File: src/rtl/snn_pkg.sv
// Shared types for the spiking-network output path.
// Event layout, encoder states and default geometry.
package snn_pkg;

  localparam int N_NEURONS_DEF  = 16;
  localparam int TIMESTEP_W_DEF = 16;
  localparam int ADDR_W_DEF     = $clog2(N_NEURONS_DEF);

  typedef enum logic {
    IDLE = 1'b0,
    SCAN = 1'b1
  } enc_state_t;

  typedef struct packed {
    logic [ADDR_W_DEF-1:0]     addr;
    logic [TIMESTEP_W_DEF-1:0] tstamp;
  } aer_event_t;

endpackage

File: src/rtl/lowest_set_idx.sv
// Combinational priority finder: index of the lowest set bit.
// 'any' flags a non-empty vector; idx is 0 when vec is empty.
module lowest_set_idx #(
  parameter int WIDTH = 16
) (
  input  logic [WIDTH-1:0]         vec,
  output logic [$clog2(WIDTH)-1:0] idx,
  output logic                     any
);

  always_comb begin
    idx = '0;
    for (int i = WIDTH - 1; i >= 0; i--) begin
      if (vec[i]) idx = ($clog2(WIDTH))'(i);
    end
  end

  assign any = |vec;

endmodule

File: src/rtl/spike_aer_encoder.sv
// Timestep sampler and AER serializer for the PE array spikes.
// Define SPIKE_STATS_EN to add spike_count / last_step_count.
module spike_aer_encoder
  import snn_pkg::*;
#(
  parameter  int N_NEURONS  = N_NEURONS_DEF,
  parameter  int TIMESTEP_W = TIMESTEP_W_DEF,
  localparam int ADDR_W     = $clog2(N_NEURONS)
) (
  input  logic                  clock,
  input  logic                  reset,
  input  logic                  step_valid,
  output logic                  step_ready,
  input  logic [N_NEURONS-1:0]  spike_in,
  output logic                  spike_done,
  output logic                  aer_valid,
  input  logic                  aer_ready,
  output logic [ADDR_W-1:0]     aer_addr,
  output logic [TIMESTEP_W-1:0] aer_time,
  output logic [TIMESTEP_W-1:0] timestep,
  output logic                  busy
`ifdef SPIKE_STATS_EN
  ,
  output logic [31:0]           spike_count,
  output logic [ADDR_W:0]       last_step_count
`endif
);

  enc_state_t            state_q, state_d;
  logic [N_NEURONS-1:0]  pending_q, pending_d;
  logic [TIMESTEP_W-1:0] cap_time_q, cap_time_d;
  logic [TIMESTEP_W-1:0] timestep_q, timestep_d;
  logic [ADDR_W-1:0]     low_idx;
  logic                  low_any;
  logic                  in_idle;
  logic                  step_fire;
  logic                  evt_fire;

  lowest_set_idx #(
    .WIDTH(N_NEURONS)
  ) u_lsi (
    .vec(pending_q),
    .idx(low_idx),
    .any(low_any)
  );

  assign in_idle   = (state_q == IDLE);
  assign step_fire = step_valid & in_idle;
  assign aer_valid = (state_q == SCAN) & low_any;
  assign evt_fire  = aer_valid & aer_ready;

  always_comb begin
    state_d    = state_q;
    pending_d  = pending_q;
    cap_time_d = cap_time_q;
    timestep_d = timestep_q;
    unique case (state_q)
      IDLE: begin
        if (step_fire) begin
          pending_d  = spike_in;
          cap_time_d = timestep_q;
          timestep_d = timestep_q + TIMESTEP_W'(1);
          if (|spike_in) state_d = SCAN;
        end
      end
      SCAN: begin
        if (evt_fire) begin
          // x & (x-1) drops exactly the lowest set bit
          pending_d = pending_q & (pending_q - N_NEURONS'(1));
          if (pending_d == '0) state_d = IDLE;
        end
      end
      default: state_d = IDLE;
    endcase
  end

  always_ff @(posedge clock) begin
    if (reset) begin
      state_q    <= IDLE;
      pending_q  <= '0;
      cap_time_q <= '0;
      timestep_q <= '0;
    end else begin
      state_q    <= state_d;
      pending_q  <= pending_d;
      cap_time_q <= cap_time_d;
      timestep_q <= timestep_d;
    end
  end

  assign step_ready = in_idle;
  assign spike_done = step_fire;
  assign busy       = (state_q == SCAN);
  assign aer_addr   = low_idx;
  assign aer_time   = cap_time_q;
  assign timestep   = timestep_q;

`ifdef SPIKE_STATS_EN
  logic [31:0]   spike_count_q, spike_count_d;
  logic [ADDR_W:0] last_cnt_q, last_cnt_d;
  logic [ADDR_W:0] pop;

  always_comb begin
    pop = '0;
    for (int i = 0; i < N_NEURONS; i++) begin
      pop = pop + (ADDR_W + 1)'(spike_in[i]);
    end
  end

  always_comb begin
    spike_count_d = spike_count_q;
    last_cnt_d    = last_cnt_q;
    if (evt_fire && (spike_count_q != '1)) begin
      spike_count_d = spike_count_q + 32'd1;
    end
    if (step_fire) last_cnt_d = pop;
  end

  always_ff @(posedge clock) begin
    if (reset) begin
      spike_count_q <= '0;
      last_cnt_q    <= '0;
    end else begin
      spike_count_q <= spike_count_d;
      last_cnt_q    <= last_cnt_d;
    end
  end

  assign spike_count     = spike_count_q;
  assign last_step_count = last_cnt_q;
`endif

endmodule

File: config.mk
export PLATFORM = sky130hd
export DESIGN_NAME = spike_aer_encoder
export DESIGN_NICKNAME = d
export VERILOG_FILES = /design/src/rtl/snn_pkg.sv /design/src/rtl/lowest_set_idx.sv /design/src/rtl/spike_aer_encoder.sv
export SDC_FILE = /design/constraint.sdc
export NUM_CORES = 1
export LEC_CHECK = 0
export ABC_AREA = 1
export CORE_ASPECT_RATIO = 1.4
export CORE_MARGIN = 2
export CORE_UTILIZATION = 45
export DETAILED_ROUTE_END_ITERATION = 16
export PLACE_DENSITY = 0.79
export SETUP_SLACK_MARGIN = 0.05
export SLEW_MARGIN = 10
export SYNTH_ARGS = -nofsm -noshare
export SYNTH_HDL_FRONTEND = slang
export SYNTH_HIERARCHICAL = 1
export SYNTH_SLANG_ARGS = --single-unit
File: constraint.sdc
create_clock -name clock -period 1.6 [get_ports clock]
set_input_delay 0.4 -clock clock [delete_from_list [all_inputs] [get_ports clock]]
set_output_delay 0.4 -clock clock [all_outputs]
set_load 0.005 [all_outputs]
==> flow_metrics.py <==
metrics = {
    "floorplanning": {
        "die_x_um": 67.7,
        "dieArea_um2": 6310,
        "start_util": 0.466,
        "core_um2": 5490,
        "dieHeight_um": 93.2,
        "pin_count": 60,
        "num_rows": 32,
    },
    "final_layout": {
        "drive_above_1_share": 0.377,
        "num-fill-cells": 358,
        "design_area_um2": 4280,
        "fin_nets": 542,
        "finish.utilization": 0.780,
        "multiInputGateArea_um2": 1560,
        "seq_area_um2": 1020,
        "syn2layout_area_growth_pct": 67.2,
        "antennaDiodeCount": 0,
    },
    "sta": {
        "rsz0062_at_grt": "yes",
        "slew_viol_final": 0,
        "final-setup-viol-count": 23,
        "fin_crit_ns": 2.00,
        "finalHoldViolCount": 0,
        "fmax_ghz": 0.500,
        "worst_slack_ns": -0.399,
        "fin_hold_ws_ns": 0.469,
        "finalCritPeriodShare": 1.25,
        "max-slew-margin-rel": 0.793,
        "skew_ns": 0.00718,
        "tightest_slew_ns": 0.307,
    },
    "pwr": {
        "powerDensity_nw_per_um2": 823,
        "swShare": 0.322,
        "p_sw_w": 0.00113,
        "p_leak_nw": 2.18,
        "combPwrFrac": 0.347,
        "vdd_drop_max_mv": 0.735,
        "p_clk_frac": 0.270,
        "p_seq_frac": 0.383,
        "p_int_w": 0.00239,
    },
    "logic_synthesis": {
        "synth_seq_cells": 49,
        "synth_area_um2": 2560,
        "syn_nets": 401,
        "avgSynthCellArea_um2": 6.73,
        "seq_area_frac_synth": 0.383,
        "syn_inst": 380,
        "ys_types": 36,
        "yosys_warnings": 6,
    },
    "drt": {
        "wirelength_um": 9200,
        "drtAntennaViolNets": 0,
        "drc": 0,
        "wire_per_inst_um": 15.6,
        "vias": 3238,
        "drtPass1Iterations": 5,
        "drt_iter0_drc": 232,
        "routed_via_density": 5.49,
    },
    "place": {
        "port-buffer-count": 59,
        "dpl.hpwl_um": 5530,
        "finalWeightedCongestion": 0.857,
        "placed_cell_area_um2": 3670,
        "dpl_worst_slack_ns": -0.431,
    },
    "setup_path": {
        "endpoint_kind": "primary output",
        "slowest_stage": "dfxtp_2",
        "path_max_fanout": 3,
        "path_cells": "inv_2, nand2_2, nand2_1, nand2_1, nand2_1, nand2_1, nand2_1, nand2_1, nand2_1, nand2_1, nand2_1, nand2_1, nand2_1, nand2_1, a21oi_2, buf_2",
        "crit_family": "simple AND/OR/NAND/NOR gates",
        "critPathBufInv": 2,
        "start_kind": "register",
        "timing.critical_path.mode_cell": "nand2_1",
        "critPathKind": "register to primary output",
        "critical_path_arrival_ns": 1.60,
        "required_ns": 1.20,
        "critPathMaxStageDelay_ns": 0.34,
    },
    "global_route": {
        "grt_pass1_vias": 2912,
        "grt_max_degree": 19,
        "grt_pass1_wl_um": 12800,
        "overflow": 0,
        "grt_use_total": 0.265,
        "antenna_found_initial": 0,
    },
    "status": {
        "violations": "negative setup slack",
        "outcome": "finished with violations",
    },
    "clock_network": {
        "root_buffer": "clkbuf_8",
        "cts_hold_buf": 0,
        "numCtsBuffers": 5,
        "path_clk_slew_ns": 0.09,
        "h-tree-depth": 2,
        "clock_sinks": 49,
        "insertion_delay_ns": 0.31,
        "tritoncts": "built",
        "max-clock-path-buffers": 2,
    },
    "hold_path": {
        "min_path_type": "register to register",
    },
    "job": {
        "cap_violations": 0,
    },
}
[layout by cell type (no fill, tap or decap), drive strengths merged]
master,n
buf,92
nand2,80
nor2,50
dfxtp,49
inv,48
a21oi,48
o21ai,36
dlygate4sd2,24
nand3,23
clkdlybuf4s50,18
dlymetal6s2s,11
nor3,9
clkbuf,7
nor4,5
a221oi,4
nand4,3
a31oi,2
o21bai,2
clkinv,2
or2,2
nand3b,1
a211oi,1
nor3b,1
o211ai,1
ha,1
clkinvlp,1
bufinv,1
[Yosys cell counts, drive strengths merged]
| cell | instances | share of area |
|---|---|---|
| nand2 | 80 | 0.12 |
| nor2 | 50 | 0.088 |
| o211ai | 1 | 0.0029 |
| a221oi | 4 | 0.014 |
| nand3b | 1 | 0.0078 |
| nand3 | 23 | 0.052 |
| o21bai | 2 | 0.0059 |
| ha | 1 | 0.0049 |
| nor3 | 9 | 0.022 |
| or2 | 2 | 0.0049 |
| nor3b | 1 | 0.0029 |
| a211oi | 1 | 0.0029 |
| nand4 | 3 | 0.0073 |
| nor4 | 5 | 0.012 |
| clkinv | 1 | 0.0015 |
| buf | 7 | 0.016 |
| inv | 48 | 0.070 |
| clkbuf | 6 | 0.0088 |
| a21oi | 48 | 0.095 |
| a31oi | 2 | 0.0049 |
| dfxtp | 49 | 0.38 |
| o21ai | 36 | 0.072 |
[layout make-up]
type | instances | share of cell area
multi-input combinational | 269 | 0.364
timing repair buffer | 146 | 0.300
sequential | 49 | 0.240
inverter | 49 | 0.0459
tap | 68 | 0.0199
clock buffer | 6 | 0.0193
clock inverter | 2 | 0.00877
timing repair inverter | 1 | 0.00205
[worst reg2reg max path, stage by stage, from the launching register on]
cell,delay (ns)
dfxtp_2,0.35
inv_2,0.06
nand4_1,0.16
nor4_4,0.29
nand2_1,0.14
nand2_1,0.10
inv_2,0.06
nand2_4,0.08
nand2_8,0.09
clkinv_8,0.10
a21oi_2,0.04
a221oi_1,0.27
[power by group through the flow]
stage / sequential (W) / clock (W) / combinational [W]
final: 0.00135 / 0.000951 / 0.00122
after global routing: 0.00136 / 0.000984 / 0.00133
after CTS: 0.00134 / 0.000943 / 0.00105
after detailed placement: 0.00137 / 0 / 0.00100
after global placement: 0.00137 / 0 / 0.000981
after floorplan: 0.00140 / 0 / 0.000470
[through the flow]
step | TNS [ns] | total power [W] | instances
after detailed placement | -9.65 | 0.00237 | 557
final | -4.69 | 0.00352 | 590
after global placement | -8.55 | 0.00235 | 557
after CTS | -4.70 | 0.00333 | 585
after global routing | -6.88 | 0.00367 | 590
after floorplan | 0 | 0.00187 | 380
[sequential cells by signal (all words and copies together) (netlist names)]
register	flops
timestep	16
busy	1
pending_q	16
aer_time	16
[cells by family (layout without fill, tap and decap cells)]
group | Yosys count | after routing | synth area share
adder cells (fa/ha/maj) | 1 | 1 | 0.00489
AND/OR/NAND/NOR | 174 | 174 | 0.318
AO/OA/AOI/OAI | 94 | 94 | 0.198
flip-flops | 49 | 49 | 0.383
buffers and inverters | 62 | 204 | 0.0963
[path summary, 6_finish.rpt]
kind              depth (start not counted)  slack [ns]                   endpoint                  startpoint
setup / recovery                         16       -0.40                aer_addr[0]  pending_q[14]$_SDFFE_PP0P_
hold / removal                            2        0.47   aer_time[0]$_SDFFE_PP0P_    aer_time[0]$_SDFFE_PP0P_
setup reg to reg                         11       -0.23  pending_q[7]$_SDFFE_PP0P_  pending_q[11]$_SDFFE_PP0P_
hold reg to reg                           2        0.47   aer_time[0]$_SDFFE_PP0P_    aer_time[0]$_SDFFE_PP0P_
[layer usage]
metal / track usage / part of all wire / up-vias
met5: 0 / 0 / -
met2: 0.490 / 0.53 / 158
met1: 0.265 / 0.35 / 1499
met3: 0.0493 / 0.062 / 46
met4: 0.146 / 0.056 / 0
li1: - / - / 1535
[timing repair]
| action | in CTS | in global routing |
|---|---|---|
| buffers inserted | 21 | 4 |
| setup endpoints to repair | 66 | 41 |
| pin swaps | 13 | 29 |
| gates cloned | 1 | 1 |
| gates resized for setup | 94 | 73 |
Note: power is estimated with default switching activity, not from simulation.
==> RTL edit 1 (config.mk and constraints unchanged) <==
The option `SPIKE_STATS_EN` is turned on by a define.
--- a/src/rtl/spike_aer_encoder.sv
+++ b/src/rtl/spike_aer_encoder.sv
@@ -1,5 +1,7 @@
 // Timestep sampler and AER serializer for the PE array spikes.
 // Define SPIKE_STATS_EN to add spike_count / last_step_count.
+`define SPIKE_STATS_EN
+
 module spike_aer_encoder
   import snn_pkg::*;
 #(
Function (old outputs only; new: last_step_count and spike_count): kept (Yosys induction, for registers that start in step).
==> RTL edit 1 against the unedited design <==
The run still ends with setup timing left; synthesized area rose by 96%; final area rose by 93%; sequential cell count rose by 37; setup slack got worse by 1100 ps; non-clock buffer count rose by 101; first-iteration DRC count rose by 140%; wire length rose by 100%; power rose by 85%.
==> RTL edit 1: results (changes against the unedited design) <==
grt:
  grt_pass1_vias: 5913  # was 2912
  gr-usage-met1: 0.319  # was 0.265
  grtUsageTotal: 0.286  # was 0.265
  gr-usage-met2: 0.519  # was 0.490
clock_network:
  clk_latency_ps: 350  # was 310 ps
  root_buffer: "clkbuf_16"  # was clkbuf_8
place:
  gp_congestion: 0.956  # was 0.857
  dp_slack_ps: -2370  # was -431 ps
  place_hpwl_microns: 11100  # was 5530 microns
sta:
  tns_ps: -28860  # was -4690 ps
  slew_headroom: 0.718  # was 0.793
  setup_violations: 59  # was 23
  worst_slack_ps: -1500  # was -399 ps
detailed_routing:
  wirelength_microns: 18600  # was 9200 microns
  wl_met2_microns: 9520  # was 4850 microns
power:
  internal_power_mw: 4.39  # was 2.39 mW
  clkPwrFrac: 0.322  # was 0.270
logic_synthesis:
  synth_area_leaders: "dfxtp_1 (34%), nand2_1 (13%), a21oi_1 (8.6%), inv_1 (7.1%), nor2_1 (6.3%)"  # was dfxtp_1 (38%), nand2_1 (11%), a21oi_1 (9.2%), o21ai_0 (6.8%), nor2_1 (6.6%)
  ys_seq_area_frac: 0.344  # was 0.383
  synth_compound_area_frac: 0.159  # was 0.198
status:
  violations: "setup timing"  # unchanged
  status: "finished with violations"  # unchanged
worst_hold_path:
  hold_depth: 3  # was 2
setup_path:
  cp_slowest_cell: "fa_1"  # was dfxtp_2
  critPathMaxFanout: 2  # was 3
  critPathTopFamily: "adder cells"  # was simple AND/OR/NAND/NOR gates
  critPathMaxStageDelay_ps: 540  # was 340 ps
  r2r_end: "spike_count[23]"  # was pending_q[7]
  reg2reg_from: "pending_q[8]"  # was pending_q[11]
cells_and_area:
  nets: 1028  # was 542
RTL edit 1: area by class of cell:
type | count | area [sq um]
fillers | 698 | 2620
flip-flops and latches | 86 | 1790
clock inverters | 5 | 40.0
repair buffers | 247 | 2140
inverters | 104 | 438
clock buffers | 11 | 253
multi-input cells | 538 | 3360
repair inverters | 4 | 45.0
well taps | 141 | 176
RTL edit 1: what timing repair did:
action	in CTS	in global routing
gates resized for setup	316	69
setup buffers	16	7
setup endpoints to repair	137	66
cloned	6	0
pin swaps	43	35
RTL edit 1: worst max-delay path by stage:
stage / start / to / slack, ps / cells past startpoint
after CTS: spike_in[1] / last_step_count[4] / -1590 / 13
after detailed placement: spike_in[11] / last_step_count[4] / -2370 / 13
after floorplan: spike_in[11] / last_step_count[4] / -1640 / 12
after global placement: spike_in[11] / last_step_count[4] / -2340 / 13
final: spike_in[13] / last_step_count[4] / -1500 / 13
after global routing: spike_in[1] / last_step_count[3] / -1630 / 15
==> RTL edit 2 (same settings) <==
Without the edit above. Take the reset off `pending_q` and load it in a clocked block of its own.
--- a/src/rtl/spike_aer_encoder.sv
+++ b/src/rtl/spike_aer_encoder.sv
@@ -77,15 +77,17 @@
   always_ff @(posedge clock) begin
     if (reset) begin
       state_q    <= IDLE;
-      pending_q  <= '0;
       cap_time_q <= '0;
       timestep_q <= '0;
     end else begin
       state_q    <= state_d;
-      pending_q  <= pending_d;
       cap_time_q <= cap_time_d;
       timestep_q <= timestep_d;
     end
+  end
+
+  always_ff @(posedge clock) begin
+    pending_q <= pending_d;
   end
 
   assign step_ready = in_idle;
Check against the original RTL: not equivalent (Yosys sat finds a counterexample within 4 cycles, from zero or initial values and one cycle with reset high).
==> RTL edit 2 against the unedited design <==
The run still ends with setup timing left; setup slack worse by 190 ps; non-clock buffer count fell by 17; final cell count down 7.1%; wire length fell by 18%; sequential cell count unchanged; synthesized cell count is 7.4% lower; count of clock-buffer cells in the layout unchanged; synthesized area decreased by 1.5%; via count is 14% lower; power is 11% lower; final area is 5.6% lower; core utilization fell by 3.8 points.
==> RTL edit 2: results (changes against the unedited design) <==
grt:
  grt_max_degree: 31  # was 19
  gr-usage-met2: 0.446  # was 0.490
  grt_pass1_vias: 2649  # was 2912
  gr-usage-met3: 0.0292  # was 0.0493
  gr-usage-met1: 0.249  # was 0.265
detailed_routing:
  vias: 2792  # was 3238
  met1_length_microns: 2850  # was 3260 microns
  initialDrtViolationCount: 165  # was 232
  drtPass1Iterations: 4  # was 5
  wl_per_cell_microns: 13.8  # was 15.6 microns
  wl_met3_microns: 372  # was 571 microns
sta:
  worst_pin_slew_ps: 505  # was 307 ps
  fin_skew_ps: 9.85  # was 7.18 ps
  worst_slack_ps: -594  # was -399 ps
  setup_violations: 22  # was 23
logic_synthesis:
  syn-num-nets: 373  # was 401
  synth-xor-area-share: 0.00348  # was 0
  ys_seq_area_frac: 0.453  # was 0.383
  yosysUniqueCellTypes: 26  # was 36
  synth_compound_area_frac: 0.136  # was 0.198
  synth_edf_count: 16  # was 0
  ys_top_cells_by_count: "nand2_1 (83), nor2_1 (46), inv_1 (39)"  # was nand2_1 (78), dfxtp_1 (49), a21oi_1 (47)
  synth_adder_area_share: 0.00497  # was 0.00489
  synth_area_leaders: "dfxtp_1 (26%), edfxtp_1 (19%), nand2_1 (12%), o21ai_0 (7.3%), nor2_1 (6.9%)"  # was dfxtp_1 (38%), nand2_1 (11%), a21oi_1 (9.2%), o21ai_0 (6.8%), nor2_1 (6.6%)
  syn_inst: 352  # was 380
power:
  internal_power_mw: 2.29  # was 2.39 mW
  leakagePower_nw: 2.03  # was 2.18 nW
setup_path:
  crit_path_start: "pending_q[14]"  # unchanged
  cp_data_arrival_time_ps: 1790  # was 1600 ps
  reg2reg_from: "pending_q[10]"  # was pending_q[11]
cells_and_area:
  nets: 500  # was 542
  final_layout_size_suffix_gt1_frac: 0.342  # was 0.377
place:
  place_hpwl_microns: 5130  # was 5530 microns
  dp.cells: 510  # was 557
  gp_congestion: 0.870  # was 0.857
worst_hold_path:
  hold_path_startpoint: "aer_time[15]"  # was aer_time[0]
status:
  status: "finished with violations"  # unchanged
  violations: "setup timing"  # unchanged
[RTL edit 2: area by class of cell]
class	instances	area share
clock inverter	2	0.00960
timing repair buffer	129	0.276
tap	68	0.0211
inverter	47	0.0458
clock buffer	6	0.0232
sequential	49	0.291
multi-input combinational	247	0.333
[RTL edit 2: power groups by stage]
| stage | logic [mW] | registers (mW) | clock network, mW |
|---|---|---|---|
| 2_1_floorplan | 0.259 | 1.46 | 0 |
| 3_3_place_gp | 0.586 | 1.44 | 0 |
| 3_5_place_dp | 0.599 | 1.44 | 0 |
| 4_1_cts | 0.632 | 1.41 | 1.03 |
| 5_1_grt | 0.779 | 1.42 | 1.05 |
| 6_report | 0.712 | 1.42 | 1.00 |
[RTL edit 2: worst paths after layout]
path / endpoint / slack [ps] / cells past startpoint
min: aer_time[15] / 480 / 2
min reg2reg: aer_time[15] / 480 / 2
max reg2reg: busy / -300 / 16
max: aer_addr[0] / -590 / 17
[RTL edit 2: critical path: stages (launching register included)]
cell and delay, ps:
edfxtp_1 430, buf_6 140, inv_2 40, nand2_2 50, nand2_1 50, nand2_1 40, nand2_1 50, nand2_1 40
nand2_1 60, nand2_1 60, nand2_1 50, nand2_1 50, nand2_1 50, nand2_1 50, nand2_1 50, nand2_1 60
a21oi_2 110, buf_2 110
[RTL edit 2: per-stage QoR]
step / instance area [sq um] / utilization / worst slack [ps]
after global placement: 3480 / 0.639 / -468
after CTS: 3790 / 0.697 / -578
final: 4040 / 0.742 / -594
after floorplan: 2540 / - / 70.0
after detailed placement: 3480 / 0.639 / -539
after global routing: 4040 / 0.742 / -792
[RTL edit 2: repair_timing]
action                                  4_1_cts  5_1_grt
pin swaps                                    21       23
gates cloned                                  1        0
resized for setup                            84       56
endpoints found under the setup margin       64       60
hold buffers                                  0        0
endpoints found under the hold margin         0        0
buffers inserted                             18       12
